===== src/rtl/uart_rx_pkg.sv =====
// Shared definitions for the UART receive path: sample-count encodings,
// the sampler state type and the smallest usable oversampling ratio.
package uart_rx_pkg;

  // Encoding of the run-time vote size selector.
  typedef enum logic [1:0] {
    SAMP_1    = 2'd0,
    SAMP_3    = 2'd1,
    SAMP_5    = 2'd2,
    SAMP_RSVD = 2'd3
  } samp_mode_e;

  // Sampler state: waiting for a window start, or collecting samples.
  typedef enum logic {
    IDLE = 1'b0,
    WIN  = 1'b1
  } samp_state_e;

  // Below this ratio there is no room for a centred window at all.
  localparam int MIN_PRESCALE = 4;

  // Number of samples requested by a samp_mode value; the reserved code
  // behaves like single sampling.
  function automatic logic [2:0] mode_votes(input logic [1:0] mode);
    case (mode)
      SAMP_3:  mode_votes = 3'd3;
      SAMP_5:  mode_votes = 3'd5;
      default: mode_votes = 3'd1;
    endcase
  endfunction

endpackage


===== src/rtl/data_sampling_mv_if.sv =====
// Bundle of the sampler's configuration, line and result signals.
//
// Result strobe semantics: sample_valid is a one-cycle pulse with no
// back-pressure (there is no ready). In the cycle it is high, sampled_bit
// and sample_noise carry the new vote; both then hold until the next pulse.
// cfg_err is a registered level, not a strobe.
interface data_sampling_mv_if #(
  parameter int PRESC_W = 6
);
  import uart_rx_pkg::*;

  logic [PRESC_W-1:0] Prescale;
  logic               RX_IN;
  logic               data_samp_en;
  logic [PRESC_W-1:0] edge_cnt;
  logic [1:0]         samp_mode;
  logic               sampled_bit;
  logic               sample_valid;
  logic               sample_noise;
  logic               cfg_err;
  samp_state_e        dbg_state;

  // Driver side: RX edge/bit counter and RX FSM.
  modport master (
    output Prescale, RX_IN, data_samp_en, edge_cnt, samp_mode,
    input  sampled_bit, sample_valid, sample_noise, cfg_err, dbg_state
  );

  // Sampler side.
  modport slave (
    input  Prescale, RX_IN, data_samp_en, edge_cnt, samp_mode,
    output sampled_bit, sample_valid, sample_noise, cfg_err, dbg_state
  );

endinterface


===== src/rtl/majority_vote.sv =====
// Combinational majority decision over an odd number of collected samples.
// Reports the winning value and whether the samples disagreed.
module majority_vote #(
  parameter int CNT_W = 3
) (
  input  logic [CNT_W-1:0] ones_i,
  input  logic [CNT_W-1:0] scnt_i,
  output logic             bit_o,
  output logic             noise_o
);

  // Majority wins; any mix of ones and zeros counts as noise.
  always_comb begin
    bit_o   = ones_i > (scnt_i >> 1);
    noise_o = (ones_i != '0) && (ones_i != scnt_i);
  end

endmodule


===== src/rtl/data_sampling_mv.sv =====
// Oversampling bit recovery: collects 1, 3 or 5 samples centred on the bit
// middle and majority-votes them. Window geometry is derived from Prescale
// and samp_mode at the window start and frozen for the rest of the window.
module data_sampling_mv
  import uart_rx_pkg::*;
#(
  parameter int PRESC_W     = 6,
  parameter int MAX_SAMPLES = 5,
  parameter int CNT_W       = 3
) (
  input logic               CLK,
  input logic               RST,
  data_sampling_mv_if.slave bus
);

  localparam logic [PRESC_W-1:0] P_ONE = PRESC_W'(1);
  localparam logic [CNT_W-1:0]   MAX_S = CNT_W'(MAX_SAMPLES);

  // Window arithmetic, evaluated every cycle from the live configuration.
  logic [PRESC_W-1:0] half;
  logic [PRESC_W-1:0] h_req;
  logic [PRESC_W-1:0] h_eff;
  logic [PRESC_W-1:0] win_start;
  logic [PRESC_W-1:0] vote_pt;
  logic [CNT_W-1:0]   n_req;
  logic               presc_small;
  logic               req_ok;

  // State and counters.
  samp_state_e        state_q, state_d;
  logic [CNT_W-1:0]   scnt_q, scnt_d;
  logic [CNT_W-1:0]   ones_q, ones_d;
  logic [PRESC_W-1:0] start_q, start_d;
  logic [PRESC_W-1:0] vote_q, vote_d;

  // Registered results.
  logic sampled_bit_q, sampled_bit_d;
  logic sample_noise_q, sample_noise_d;
  logic sample_valid_q, sample_valid_d;
  logic cfg_err_q, cfg_err_d;

  // Vote outcome for the samples collected so far.
  logic vote_bit;
  logic vote_noise;

  majority_vote #(
    .CNT_W(CNT_W)
  ) u_vote (
    .ones_i (ones_q),
    .scnt_i (scnt_q),
    .bit_o  (vote_bit),
    .noise_o(vote_noise)
  );

  // Centre c = half-1, window [c-h, c+h], vote point c+h+1. An illegal
  // request (too wide for the bit, or more samples than supported) falls
  // back to a single sample at the centre.
  always_comb begin
    half        = bus.Prescale >> 1;
    presc_small = bus.Prescale < PRESC_W'(MIN_PRESCALE);
    n_req       = CNT_W'(mode_votes(bus.samp_mode));
    h_req       = PRESC_W'(mode_votes(bus.samp_mode) >> 1);
    req_ok      = (n_req <= MAX_S) &&
                  (half >= h_req + P_ONE) &&
                  ((half + h_req + P_ONE) <= bus.Prescale);
    h_eff       = req_ok ? h_req : '0;
    win_start   = half - P_ONE - h_eff;
    vote_pt     = half + h_eff;
  end

  // Next-state logic: window entry, sample accumulation, vote and aborts.
  always_comb begin
    state_d        = state_q;
    scnt_d         = scnt_q;
    ones_d         = ones_q;
    start_d        = start_q;
    vote_d         = vote_q;
    sampled_bit_d  = sampled_bit_q;
    sample_noise_d = sample_noise_q;
    sample_valid_d = 1'b0;
    cfg_err_d      = cfg_err_q;

    if (presc_small) begin
      cfg_err_d = 1'b1;
    end

    case (state_q)
      IDLE: begin
        // Only a window entered exactly at its start is ever voted, so a
        // late enable waits for the next bit rather than voting partially.
        if (bus.data_samp_en && !presc_small && (bus.edge_cnt == win_start)) begin
          state_d   = WIN;
          scnt_d    = CNT_W'(1);
          ones_d    = CNT_W'(bus.RX_IN);
          start_d   = win_start;
          vote_d    = vote_pt;
          cfg_err_d = !req_ok;
        end else begin
          scnt_d = '0;
          ones_d = '0;
        end
      end
      WIN: begin
        if (!bus.data_samp_en || presc_small) begin
          state_d = IDLE;
          scnt_d  = '0;
          ones_d  = '0;
        end else if (bus.edge_cnt == vote_q) begin
          state_d        = IDLE;
          sampled_bit_d  = vote_bit;
          sample_noise_d = vote_noise;
          sample_valid_d = 1'b1;
        end else if ((bus.edge_cnt > start_q) && (bus.edge_cnt < vote_q)) begin
          scnt_d = scnt_q + CNT_W'(1);
          ones_d = ones_q + CNT_W'(bus.RX_IN);
        end else begin
          // edge_cnt left the window without hitting the vote point
          // (wrap after an illegal Prescale change): drop the window.
          state_d = IDLE;
          scnt_d  = '0;
          ones_d  = '0;
        end
      end
      default: begin
        state_d = IDLE;
        scnt_d  = '0;
        ones_d  = '0;
      end
    endcase
  end

  // State and result registers with asynchronous active-low reset.
  always_ff @(posedge CLK or negedge RST) begin
    if (!RST) begin
      state_q        <= IDLE;
      scnt_q         <= '0;
      ones_q         <= '0;
      start_q        <= '0;
      vote_q         <= '0;
      sampled_bit_q  <= 1'b0;
      sample_noise_q <= 1'b0;
      sample_valid_q <= 1'b0;
      cfg_err_q      <= 1'b0;
    end else begin
      state_q        <= state_d;
      scnt_q         <= scnt_d;
      ones_q         <= ones_d;
      start_q        <= start_d;
      vote_q         <= vote_d;
      sampled_bit_q  <= sampled_bit_d;
      sample_noise_q <= sample_noise_d;
      sample_valid_q <= sample_valid_d;
      cfg_err_q      <= cfg_err_d;
    end
  end

  assign bus.sampled_bit  = sampled_bit_q;
  assign bus.sample_noise = sample_noise_q;
  assign bus.sample_valid = sample_valid_q;
  assign bus.cfg_err      = cfg_err_q;
  assign bus.dbg_state    = state_q;

endmodule


===== src/flat_wrapper.sv =====
// flat-port wrapper written by rule: the top's interface ports become plain ports
module data_sampling_mv_flat import uart_rx_pkg::*;
#(
  parameter int PRESC_W     = 6,
  parameter int MAX_SAMPLES = 5,
  parameter int CNT_W       = 3
)
  (CLK, RST, bus_Prescale, bus_RX_IN, bus_data_samp_en, bus_edge_cnt, bus_samp_mode, bus_sampled_bit, bus_sample_valid, bus_sample_noise, bus_cfg_err, bus_dbg_state);
  data_sampling_mv_if #(.PRESC_W(PRESC_W)) bus_i ();
  input logic CLK;
  input logic RST;
  input wire logic [$bits(bus_i.Prescale)-1:0] bus_Prescale;
  input wire logic [$bits(bus_i.RX_IN)-1:0] bus_RX_IN;
  input wire logic [$bits(bus_i.data_samp_en)-1:0] bus_data_samp_en;
  input wire logic [$bits(bus_i.edge_cnt)-1:0] bus_edge_cnt;
  input wire logic [$bits(bus_i.samp_mode)-1:0] bus_samp_mode;
  output wire logic [$bits(bus_i.sampled_bit)-1:0] bus_sampled_bit;
  output wire logic [$bits(bus_i.sample_valid)-1:0] bus_sample_valid;
  output wire logic [$bits(bus_i.sample_noise)-1:0] bus_sample_noise;
  output wire logic [$bits(bus_i.cfg_err)-1:0] bus_cfg_err;
  output wire logic [$bits(bus_i.dbg_state)-1:0] bus_dbg_state;
  assign bus_i.Prescale = bus_Prescale;
  assign bus_i.RX_IN = bus_RX_IN;
  assign bus_i.data_samp_en = bus_data_samp_en;
  assign bus_i.edge_cnt = bus_edge_cnt;
  assign bus_i.samp_mode = bus_samp_mode;
  assign bus_sampled_bit = bus_i.sampled_bit;
  assign bus_sample_valid = bus_i.sample_valid;
  assign bus_sample_noise = bus_i.sample_noise;
  assign bus_cfg_err = bus_i.cfg_err;
  assign bus_dbg_state = bus_i.dbg_state;
  data_sampling_mv #(.PRESC_W(PRESC_W), .MAX_SAMPLES(MAX_SAMPLES), .CNT_W(CNT_W)) u_core (.CLK(CLK), .RST(RST), .bus(bus_i));
endmodule

===== config.mk =====
export PLATFORM = sky130hd
export DESIGN_NAME = data_sampling_mv_flat
export DESIGN_NICKNAME = d
export VERILOG_FILES = /design/src/rtl/uart_rx_pkg.sv /design/src/rtl/data_sampling_mv_if.sv /design/src/rtl/majority_vote.sv /design/src/rtl/data_sampling_mv.sv /design/src/flat_wrapper.sv
export SDC_FILE = /design/constraint.sdc
export NUM_CORES = 1
export LEC_CHECK = 0
export CAP_MARGIN = 20
export CORE_MARGIN = 3
export CORE_UTILIZATION = 50
export CTS_BUF_LIST = sky130_fd_sc_hd__clkbuf_2
export DETAILED_ROUTE_END_ITERATION = 8
export GPL_ROUTABILITY_DRIVEN = 1
export HOLD_SLACK_MARGIN = 0.12
export PLACE_DENSITY = 0.72
export RECOVER_POWER = 50
export SETUP_SLACK_MARGIN = 0.4
export SLEW_MARGIN = 20
export SYNTH_ARGS = -nofsm -noshare
export SYNTH_HDL_FRONTEND = slang
export SYNTH_SLANG_ARGS = --single-unit

===== constraint.sdc =====
create_clock -name CLK -period 3.1 [get_ports CLK]
set_input_delay 0.465 -clock CLK [delete_from_list [all_inputs] [get_ports CLK]]
set_output_delay 0.465 -clock CLK [all_outputs]
set_load 0.1 [all_outputs]

==> impl_table.tex <==
\begin{tabular}{lr}
\hline
Metric & Value \\
\hline
\multicolumn{2}{l}{\textbf{Status}} \\
Result of the run & finished with violations \\
Violations in the final reports & setup timing \\
\multicolumn{2}{l}{\textbf{Worst setup path}} \\
WP buf/inv & 7 \\
Critical path arrival & 4.41 ns \\
Delay of the slowest cell on the worst path & 0.35 ns \\
Kind of critical path & input pin to flip-flop \\
Most common cell type on the critical path & ha\_4 \\
Slowest-stage cell, CP & a2111oi\_4 \\
Worst Setup End Kind & flip-flop \\
Peak fanout along the critical path & 3 \\
Required time at the endpoint of the critical path & 3.39 ns \\
Worst Setup Start Kind & input pin \\
Cell family with the largest share of critical-path delay & simple AND/OR/NAND/NOR gates \\
\multicolumn{2}{l}{\textbf{Timing}} \\
Period minus WS final & 4.120 ns \\
Pins over their slew limit & 0 \\
Summed negative setup slack over all endpoints & -15.49 ns \\
Min setup slack post-route & -1.020 ns \\
Slew at the pin closest to its max-slew limit & 1.217 ns \\
Worst slew slack as a fraction of its limit & 0.1887 \\
Largest clock skew in the final design & 0.02042 ns \\
Max Clk Rate & 0.2427 GHz \\
Hold Fails Final Rpt & 0 \\
Smallest hold slack & 0.5446 ns \\
Part of the cycle the worst path needs & 1.329 \\
Final setup viols & 16 \\
Unrepaired setup endpoints after global routing & yes \\
\multicolumn{2}{l}{\textbf{Die}} \\
Placeable core area & 3799 um2 \\
Standard-cell row count & 22 \\
Number of placed I/O pins & 23 \\
Initial cell density of the core & 0.5382 \\
Height of the chip & 69.95 um \\
Die X-Extent & 69.95 um \\
Total die area & 4892 um2 \\
\multicolumn{2}{l}{\textbf{Layout}} \\
Diode count & 0 \\
Proportion of layout cells with a drive suffix above 1 & 0.3446 \\
Area Growth Syn to Fin & 41.49\% \\
Most used cells in the layout excluding fill and tap cells & 49 x buf\_4, 28 x ha\_1, 23 x dfrtp\_1, 22 x inv\_1, 16 x nand2\_1 \\
Most common cell after layout, fill and taps aside & buf\_4 \\
Post-layout util & 0.7615 \\
Net total in the final layout & 349 \\
\multicolumn{2}{l}{\textbf{Run}} \\
Number of max-cap violations & 0 \\
\multicolumn{2}{l}{\textbf{Logic synthesis}} \\
Cell area after synthesis & 2044 um2 \\
Dominant combinational cell family by area after synthesis & adder cells \\
Mean cell area of the mapped netlist & 8.967 um2 \\
Xor-xnor portion of the synthesized cell area & 0.07650 \\
Number of enable flip-flop cells after synthesis & 0 \\
Complex-gate fraction of the synthesized area & 0.1493 \\
Post-synthesis simple-gate area fraction & 0.1659 \\
Post-Synth Adder-Cell Area & 0.2154 \\
Register bit total from synthesis & 23 \\
Count of synthesis-stage warnings from yosys & 0 \\
Post-Synthesis Cells & 228 \\
Post-synthesis sequential area ratio & 0.2815 \\
Main synth FF type & dfrtp\_1 \\
Number of library cell types mapped by synthesis & 47 \\
Proportion of register bits with asynchronous set or reset after synthesis & 1.000 \\
Share of synthesized area spent on multiplexers & 0.04100 \\
Synthesized Nets & 280 \\
\multicolumn{2}{l}{\textbf{Power}} \\
Leakage & 1.320 nW \\
Clock share of power & 0.109 \\
Cell-internal power & 0.6931 mW \\
Combinational fraction of design power & 0.526 \\
Part of the power in registers & 0.365 \\
Net switching power of the design & 0.4700 mW \\
Pwr per Cell Area & 402.1 nW/um2 \\
Switching Fraction & 0.4041 \\
Maximum vdd drop & 0.3300 mV \\
\multicolumn{2}{l}{\textbf{Detailed routing}} \\
Remaining design rule violation count & 0 \\
Routed wire length & 4983 um \\
Post-DR wirelength/cell & 14.49 um \\
Pre-Repair DR Iteration Count & 4 \\
Number of DRC markers in iteration 0 & 74 \\
Count of nets left with antenna violations after detail routing & 0 \\
Routed via count divided by cell count & 5.317 \\
Total number of vias & 1829 \\
\multicolumn{2}{l}{\textbf{Global route}} \\
Vias in the first global route & 1814 \\
Wire length of the first global-routing pass & 8162 um \\
Overall Global Routing Usage & 0.2028 \\
Total global routing overflow & 0 \\
Initial antenna violation count & 0 \\
Largest net degree at the start of global routing & 24 \\
\multicolumn{2}{l}{\textbf{Clocking}} \\
CTS clock-pin slew for the worst setup and hold paths & 0.24 ns \\
\# H-tree levels & 1 \\
Count of clock tree sinks & 23 \\
Clock Root Buffer & clkbuf\_2 \\
CTS buffer count & 3 \\
Clock Latency Late Sink & 0.36 ns \\
Maximum number of buffers from clock root to sink & 2 \\
CTS tree & built \\
\multicolumn{2}{l}{\textbf{Min path}} \\
Path type of the worst min-delay path & flip-flop to flip-flop \\
\multicolumn{2}{l}{\textbf{Placement}} \\
Worst slack after detailed placement & -1.894 ns \\
DP Wirelength & 3795 um \\
Global placer's final weighted congestion & 0.8350 \\
Number of buffers added on ports & 22 \\
\hline
\end{tabular}
-- per-layer routing --
metal,share of wire,track usage,up-vias,wire [um]
met5,0,0,-,0
met4,0.0042,0.02553,0,21
met3,0.036,0.03885,4,179
met2,0.52,0.3641,32,2600
met1,0.44,0.2580,869,2183
li1,-,-,924,-
-- cell type report --
cell class	count	area, um2
Clock buffer	3	15.01
Multi-Input combinational cell	170	1514
Clock inverter	1	5.005
Fill cell	268	905.9
Tap cell	48	60.06
Inverter	28	120.1
Sequential cell	23	575.6
Timing Repair Buffer	71	603.1
-- metrics by stage --
stage,power [mW],instances,instance area (um2)
after floorplan,0.7790,228,2141
final,1.163,344,2893
after global routing,1.264,344,2893
after detailed placement,0.9650,331,2680
after CTS,1.102,340,2774
after global placement,0.9483,331,2680
-- worst register-to-register path, cell delays in order (launching register included) --
cell and delay [ns]:
dfrtp_1 0.44, inv_1 0.06, ha_1 0.31, a21oi_1 0.17
nand2_1 0.08, a211oi_1 0.42, or3_1 0.20, o21bai_1 0.07
mux2_4 0.27
-- state kept, by name, summed over array words and instances (netlist names) --
name                     count
u_core.bus.cfg_err           1
u_core.bus.dbg_state         1
u_core.bus.sample_noise      1
u_core.bus.sample_valid      1
u_core.bus.sampled_bit       1
u_core.ones_q                3
u_core.scnt_q                3
u_core.start_q               6
u_core.vote_q                6
-- synthesized netlist by cell type (2+ instances only) --
| cell | instances | share of area |
|---|---|---|
| a211oi_1 | 3 | 0.011 |
| a21oi_1 | 18 | 0.044 |
| a22o_1 | 2 | 0.0086 |
| buf_2 | 4 | 0.0098 |
| clkbuf_1 | 2 | 0.0037 |
| dfrtp_1 | 23 | 0.28 |
| fa_1 | 2 | 0.020 |
| ha_1 | 32 | 0.20 |
| inv_1 | 28 | 0.051 |
| mux2_2 | 3 | 0.017 |
| mux2i_1 | 5 | 0.024 |
| nand2_1 | 18 | 0.033 |
| nand2b_1 | 2 | 0.0061 |
| nand3_1 | 8 | 0.020 |
| nand3b_1 | 2 | 0.0073 |
| nand4_1 | 3 | 0.0092 |
| nor2_1 | 14 | 0.026 |
| nor2b_1 | 3 | 0.0092 |
| nor3_1 | 3 | 0.0073 |
| nor3b_1 | 2 | 0.0073 |
| o21ai_0 | 11 | 0.027 |
| xnor2_1 | 11 | 0.047 |
| xor2_1 | 5 | 0.021 |
-- power by group through the flow --
| stage | Sequential, mW | Combinational [mW] | Clock [mW] |
|---|---|---|---|
| 2_1_floorplan | 0.443 | 0.336 | 0 |
| 3_3_place_gp | 0.416 | 0.532 | 0 |
| 3_5_place_dp | 0.419 | 0.546 | 0 |
| 4_1_cts | 0.413 | 0.561 | 0.128 |
| 5_1_grt | 0.435 | 0.683 | 0.145 |
| 6_report | 0.424 | 0.612 | 0.127 |
-- final timing paths --
| check | startpoint | to | slack, ns | cells past startpoint |
|---|---|---|---|---|
| min in group asynchronous | RST | u_core.start_q[1]$_DFFE_PN0P_ | 0.84 | 2 |
| setup / recovery | bus_samp_mode[1] | u_core.start_q[2]$_DFFE_PN0P_ | -1.02 | 26 |
| setup reg to reg | u_core.start_q[4]$_DFFE_PN0P_ | u_core.scnt_q[0]$_DFFE_PN0N_ | 1.03 | 8 |
| hold / removal | u_core.start_q[5]$_DFFE_PN0P_ | u_core.start_q[5]$_DFFE_PN0P_ | 0.54 | 2 |
| max in group asynchronous | RST | u_core.vote_q[2]$_DFFE_PN0P_ | 1.53 | 2 |
| hold reg to reg | u_core.start_q[5]$_DFFE_PN0P_ | u_core.start_q[5]$_DFFE_PN0P_ | 0.54 | 2 |
-- logic make-up after synthesis --
kind of cell / Yosys count
mux: 8
buf+inv: 35
compound gates: 47
flops: 23
fa+ha+maj: 34
xor+xnor: 17
simple gates: 64
-- timing repair --
action                     in CTS  in global routing
buffers inserted                5                  3
setup endpoints to repair      16                 16
pin swaps                      19                 18
hold buffers                    0                  0
hold endpoints to repair        0                  0
gates cloned                    0                  1
resized for setup              19                 23
(Power assumes the default switching activity.)
